**config.mk**
```make
export PLATFORM = sky130hd
export DESIGN_NAME = rr_hold_arbiter
export DESIGN_NICKNAME = d
export VERILOG_FILES = /design/src/rtl/cobi_arb_pkg.sv /design/src/rtl/rr_priority_pick.sv /design/src/rtl/rr_hold_arbiter.sv
export SDC_FILE = /design/constraint.sdc
export NUM_CORES = 1
export LEC_CHECK = 0
export CORE_MARGIN = 2
export CORE_UTILIZATION = 53
export CTS_CLUSTER_SIZE = 30
export DETAILED_ROUTE_END_ITERATION = 8
export MAX_ROUTING_LAYER = met4
export PLACE_DENSITY = 0.88
export SKIP_LAST_GASP = 1
export SYNTH_ARGS = -nofsm -noshare
export SYNTH_HDL_FRONTEND = slang
export SYNTH_HIERARCHICAL = 1
export SYNTH_SLANG_ARGS = --single-unit
```
**constraint.sdc**
```tcl
create_clock -name clk -period 2.69 [get_ports clk]
set_input_delay 0.4035 -clock clk [delete_from_list [all_inputs] [get_ports clk]]
set_output_delay 0.4035 -clock clk [all_outputs]
set_load 0.05 [all_outputs]
```
**src/rtl/cobi_arb_pkg.sv**
```systemverilog
// cobi_arb_pkg: shared state type and modulo-increment helper for the round-robin arbiter.
package cobi_arb_pkg;
    typedef enum logic {ARB_IDLE, ARB_GRANT} arb_state_t;
    function automatic int rr_next_idx(input int idx, input int n);
        return (idx + 1 >= n) ? 0 : idx + 1;
    endfunction
endpackage

```
**src/rtl/rr_priority_pick.sv**
```systemverilog
// rr_priority_pick: combinational rotating-priority pick of the first request at or after ptr.
module rr_priority_pick #(
    parameter int N = 4,
    parameter int W = 2
) (
    input  logic [N-1:0] req,
    input  logic [W-1:0] ptr,
    output logic [N-1:0] onehot,
    output logic [W-1:0] idx,
    output logic         any
);
    logic [N-1:0] masked;
    logic [N-1:0] src;
    always_comb begin
        masked = '0;
        for (int k = 0; k < N; k++) masked[k] = req[k] && (k >= int'(ptr));
        // Requests at or above ptr win; otherwise wrap to the unmasked set.
        src = |masked ? masked : req;
        any = |req;
        idx = '0;
        for (int k = N - 1; k >= 0; k--) if (src[k]) idx = W'(k);
        onehot = any ? (N'(1) << idx) : '0;
    end
endmodule

```
**src/rtl/rr_hold_arbiter.sv**
```systemverilog
// rr_hold_arbiter: N-way round-robin arbiter with registered held grants and hold-limit preemption.
module rr_hold_arbiter import cobi_arb_pkg::*; #(
    parameter int N_REQ    = 4,
    parameter int MAX_HOLD = 16,
    parameter int IDX_W    = (N_REQ > 1) ? $clog2(N_REQ) : 1
) (
    input  logic             clk,
    input  logic             resetb,
    input  logic             en,
    input  logic [N_REQ-1:0] req_i,
    input  logic             done_i,
    output logic [N_REQ-1:0] gnt_o,
    output logic             gnt_valid_o,
    output logic [IDX_W-1:0] gnt_idx_o,
    output logic             preempt_o
);
    localparam int CNT_W = (MAX_HOLD > 0) ? $clog2(MAX_HOLD + 1) : 1;
    arb_state_t       state, state_nxt;
    logic [IDX_W-1:0] ptr, ptr_nxt, idx_nxt, nxt_ptr, pick_ptr, pick_idx;
    logic [CNT_W-1:0] hold_cnt, cnt_nxt;
    logic [N_REQ-1:0] gnt_nxt, others, pick_req, pick_oh;
    logic             pick_any, rel_done, timeout, release_g, preempt_nxt, granting;
    assign others   = req_i & ~gnt_o;
    assign granting = (state == ARB_GRANT);
    assign nxt_ptr  = IDX_W'(rr_next_idx(int'(gnt_idx_o), N_REQ));
    assign rel_done = done_i || !(|(req_i & gnt_o));
    assign timeout  = (MAX_HOLD != 0) && (hold_cnt == CNT_W'(MAX_HOLD - 1)) && (|others);
    assign release_g = granting && (rel_done || timeout);
    // On release the holder is excluded and priority already starts after it.
    assign pick_req = granting ? others : req_i;
    assign pick_ptr = granting ? nxt_ptr : ptr;
    rr_priority_pick #(.N(N_REQ), .W(IDX_W)) u_pick (
        .req(pick_req), .ptr(pick_ptr), .onehot(pick_oh), .idx(pick_idx), .any(pick_any)
    );
    always_comb begin
        state_nxt   = state;
        gnt_nxt     = gnt_o;
        idx_nxt     = gnt_idx_o;
        ptr_nxt     = ptr;
        cnt_nxt     = granting && (hold_cnt != CNT_W'(MAX_HOLD)) ? hold_cnt + 1'b1 : hold_cnt;
        preempt_nxt = release_g && !rel_done;
        if (!granting && en && pick_any) begin
            state_nxt = ARB_GRANT;
            gnt_nxt   = pick_oh;
            idx_nxt   = pick_idx;
            cnt_nxt   = '0;
        end else if (release_g) begin
            ptr_nxt   = nxt_ptr;
            cnt_nxt   = '0;
            state_nxt = (en && pick_any) ? ARB_GRANT : ARB_IDLE;
            gnt_nxt   = (en && pick_any) ? pick_oh : '0;
            idx_nxt   = (en && pick_any) ? pick_idx : gnt_idx_o;
        end
    end
    always_ff @(posedge clk or negedge resetb) begin
        if (!resetb) begin
            state     <= ARB_IDLE;
            gnt_o     <= '0;
            gnt_idx_o <= '0;
            ptr       <= '0;
            hold_cnt  <= '0;
            preempt_o <= 1'b0;
        end else begin
            state     <= state_nxt;
            gnt_o     <= gnt_nxt;
            gnt_idx_o <= idx_nxt;
            ptr       <= ptr_nxt;
            hold_cnt  <= cnt_nxt;
            preempt_o <= preempt_nxt;
        end
    end
    assign gnt_valid_o = |gnt_o;
endmodule

```
==> results.md <==
* Outcome: complete, no violations
* Tcrit/Tclk final at 0.933
* Total grt overflow at 0
* Hold crit path type: flip-flop to flip-flop
* Cell Chain, Critical Path: or4_2, clkdlybuf4s50_1
* CTS buffer count at 3
* Post-DR vias/cell at 6.19
* Slew Limit Fails at 0
* Post-route ant nets at 0
* Post-Syn Nets at 130
* Final Hold Fails at 0
* Commonest cells after routing, fill and taps aside: 15 x dfrtp_1, 15 x clkdlybuf4s50_1, 13 x nand2_1
* Final setup fails at 0
* Post-Route Setup TNS at 0 ns
* Yosys reg bits at 15
* CP Data Required Time at 2.29 ns
* WL per Instance at 15.9 um
* Hold Buf Count CTS at 0
* IO Pins at 16
* Largest net degree at the start of global routing at 17
* Share of the synthesized area in the top cell type at 0.340
* R2R Setup Slk at 0.47 ns
* Routed WL at 2630 um
* Die Area at 0.00247 mm2
* Worst r2r src: granting
* Worst Reg2Reg Path Length in Cells at 6
* RSZ-0062 raised after global routing: no
* CTS tree: built
* N_diodes at 0
* # clock sinks at 15
* Synthesized area at 0.00110 mm2
* Final net count at 151
* Relative max-transition margin at 0.535
* Shortest period the worst path allows at 2.51 ns
* Post-Route Utilization at 0.675
* Max VDD drop at 0.000793 V
* Detail Placement HPWL at 1970 um
* Worst Hold End: ptr[0]
* Router iterations before antenna repair at 4
* CP Capture Type: output port
* DRC at 0
* Top post-synthesis cells by area: dfrtp_1 34%, ha_1 4.5%, nand2_1 4.4%
* Max-cap viol count at 0
* Iter 0 DRT Violations at 63
* YS warnings at 6
* CTS Root Cell: clkbuf_4
* Hold_sp: ptr[0]
* Port Buffers at 15
* Die height at 49.7 um
* Worst skew pair latency at 0.29 ns
* Vias in the first global route at 991
* Synthesized area per cell at 9.36 um2
* Share of layout cells above drive strength 1 at 0.152
* Core Region at 0.00196 mm2
* Startpoint type of the worst setup path: flip-flop
* Synth unique cells at 43
* PwrDens at 1040 mW/mm2
* Synth-to-layout area growth at 19.8%
* Seq/Total Area, Yosys at 0.340
* Slowest CP cell: clkdlybuf4s50_1
* Crit Path Max Fanout at 6
* CP Class: flip-flop to output port
* FF-to-FF End: gnt_o[3]
* Gr usage total at 0.235
* Cells after synthesis at 118
* Fin Clk Skew at 0.00711 ns
* Initial antenna violation count at 0
* Highest Clock Rate at 399 MHz
* Worst path arrival time at 2.11 ns
* Slowest stage delay, CP at 0.72 ns
* Pin slew with the least headroom to its limit at 0.695 ns
* Resize count post-CTS at 0
* Cell taking the most area after synthesis: dfrtp_1
* First-pass GRT wire length at 4430 um
* Routability cong. at 0.833
* H-tree lvl count at 1
* Num rows at 16
* Clk slew on worst S/H paths at 0.09 ns
* Post-CTS setup buffer count at 0
* Die W at 49.7 um
* CTS Buffer Depth at 2
* Initial Util at 0.563
* Vias at 1021
* P_leak at 0.569 nW
* Hold path depth at 1
## logic make-up (layout without fill, tap and decap cells)
logic type / count (synthesis) / count (layout) / share of synthesized area
AOI/OAI and AO/OA: 38 / 38 / 0.290
buffers and inverters: 9 / 29 / 0.0408
adders and majority gates: 4 / 4 / 0.0453
xor gates and xnor gates: 3 / 3 / 0.0238
muxes: 7 / 7 / 0.0702
and+or+nand+nor: 42 / 42 / 0.190
DFF: 15 / 15 / 0.340
## layer usage
metal	up-vias	global-route usage	part of all wire
met2	68	0.380	0.47
met3	10	0.0394	0.079
met4	0	0.0694	0.025
met1	470	0.304	0.42
li1	473	-	-
met5	-	-	0
## Yosys cell counts (all sizes together)
library cell,instances
ha,4
nor2b,7
o221a,1
o31ai,1
o41a,1
or4,1
clkbuf,1
o311ai,1
nand3,1
a221o,2
o21a,2
nand2,13
buf,2
a21oi,7
mux2,6
o22ai,2
and2,1
a221oi,1
nand2b,2
mux2i,1
a22o,4
a21boi,4
a211oi,1
a2111oi,1
and3,4
xnor2,2
o21bai,2
inv,6
dfrtp,15
xor2,1
nor2,12
a22oi,1
o31a,1
a21o,1
o21ai,4
o41ai,1
nor3b,1
## where the power goes
group          total [mW]  internal [mW]  switching [mW]  leakage (nW)
clock network       0.132         0.0552          0.0764        0.0177
logic               0.869          0.355           0.514         0.356
registers           0.377          0.293          0.0833         0.195
## how the worst max path moves through the flow
stage	to	startpoint	slack, ns	cells past startpoint
3_5_place_dp	gnt_idx_o[0]	req_i[2]	0.40	8
6_report	gnt_valid_o	gnt_o[2]	0.18	2
2_1_floorplan	gnt_o[3]	gnt_idx_o[0]	0.36	8
5_1_grt	gnt_valid_o	gnt_o[2]	0.11	2
3_3_place_gp	gnt_idx_o[0]	req_i[2]	0.49	8
4_1_cts	gnt_valid_o	gnt_o[2]	0.17	2
## cell type report
type / instances / area (um2)
clock buffers: 3 / 22.5
clock inverters: 1 / 5.00
fillers: 160 / 638
inverters: 6 / 22.5
multi-input cells: 94 / 684
flip-flops and latches: 15 / 375
well taps: 27 / 33.8
repair buffers: 19 / 180
## critical path, delay by kind of cell (launching register included)
family                 cells  cell delay [ns]
flip-flops                 1             0.44
AND/OR/NAND/NOR            1             0.67
buffers and inverters      1             0.72
## per-stage QoR
stage               cell area [um2]  instances  power [mW]  setup slack (ns)  hold slack (ns)
floorplan                      1100        118        1.03             0.361            0.108
global placement               1300        161        1.20             0.490            0.471
detailed placement             1300        161        1.24             0.399            0.495
CTS                            1320        165        1.37             0.175            0.518
global route                   1320        165        1.47             0.109            0.546
finish                         1320        165        1.38             0.181            0.510
## state kept, by name, summed over array words and instances (netlist names)
signal and flops:
gnt_idx_o 2, gnt_o 4, granting 1, hold_cnt 5, preempt_o 1, ptr 2
No activity file was read; power rests on OpenSTA's default activity.
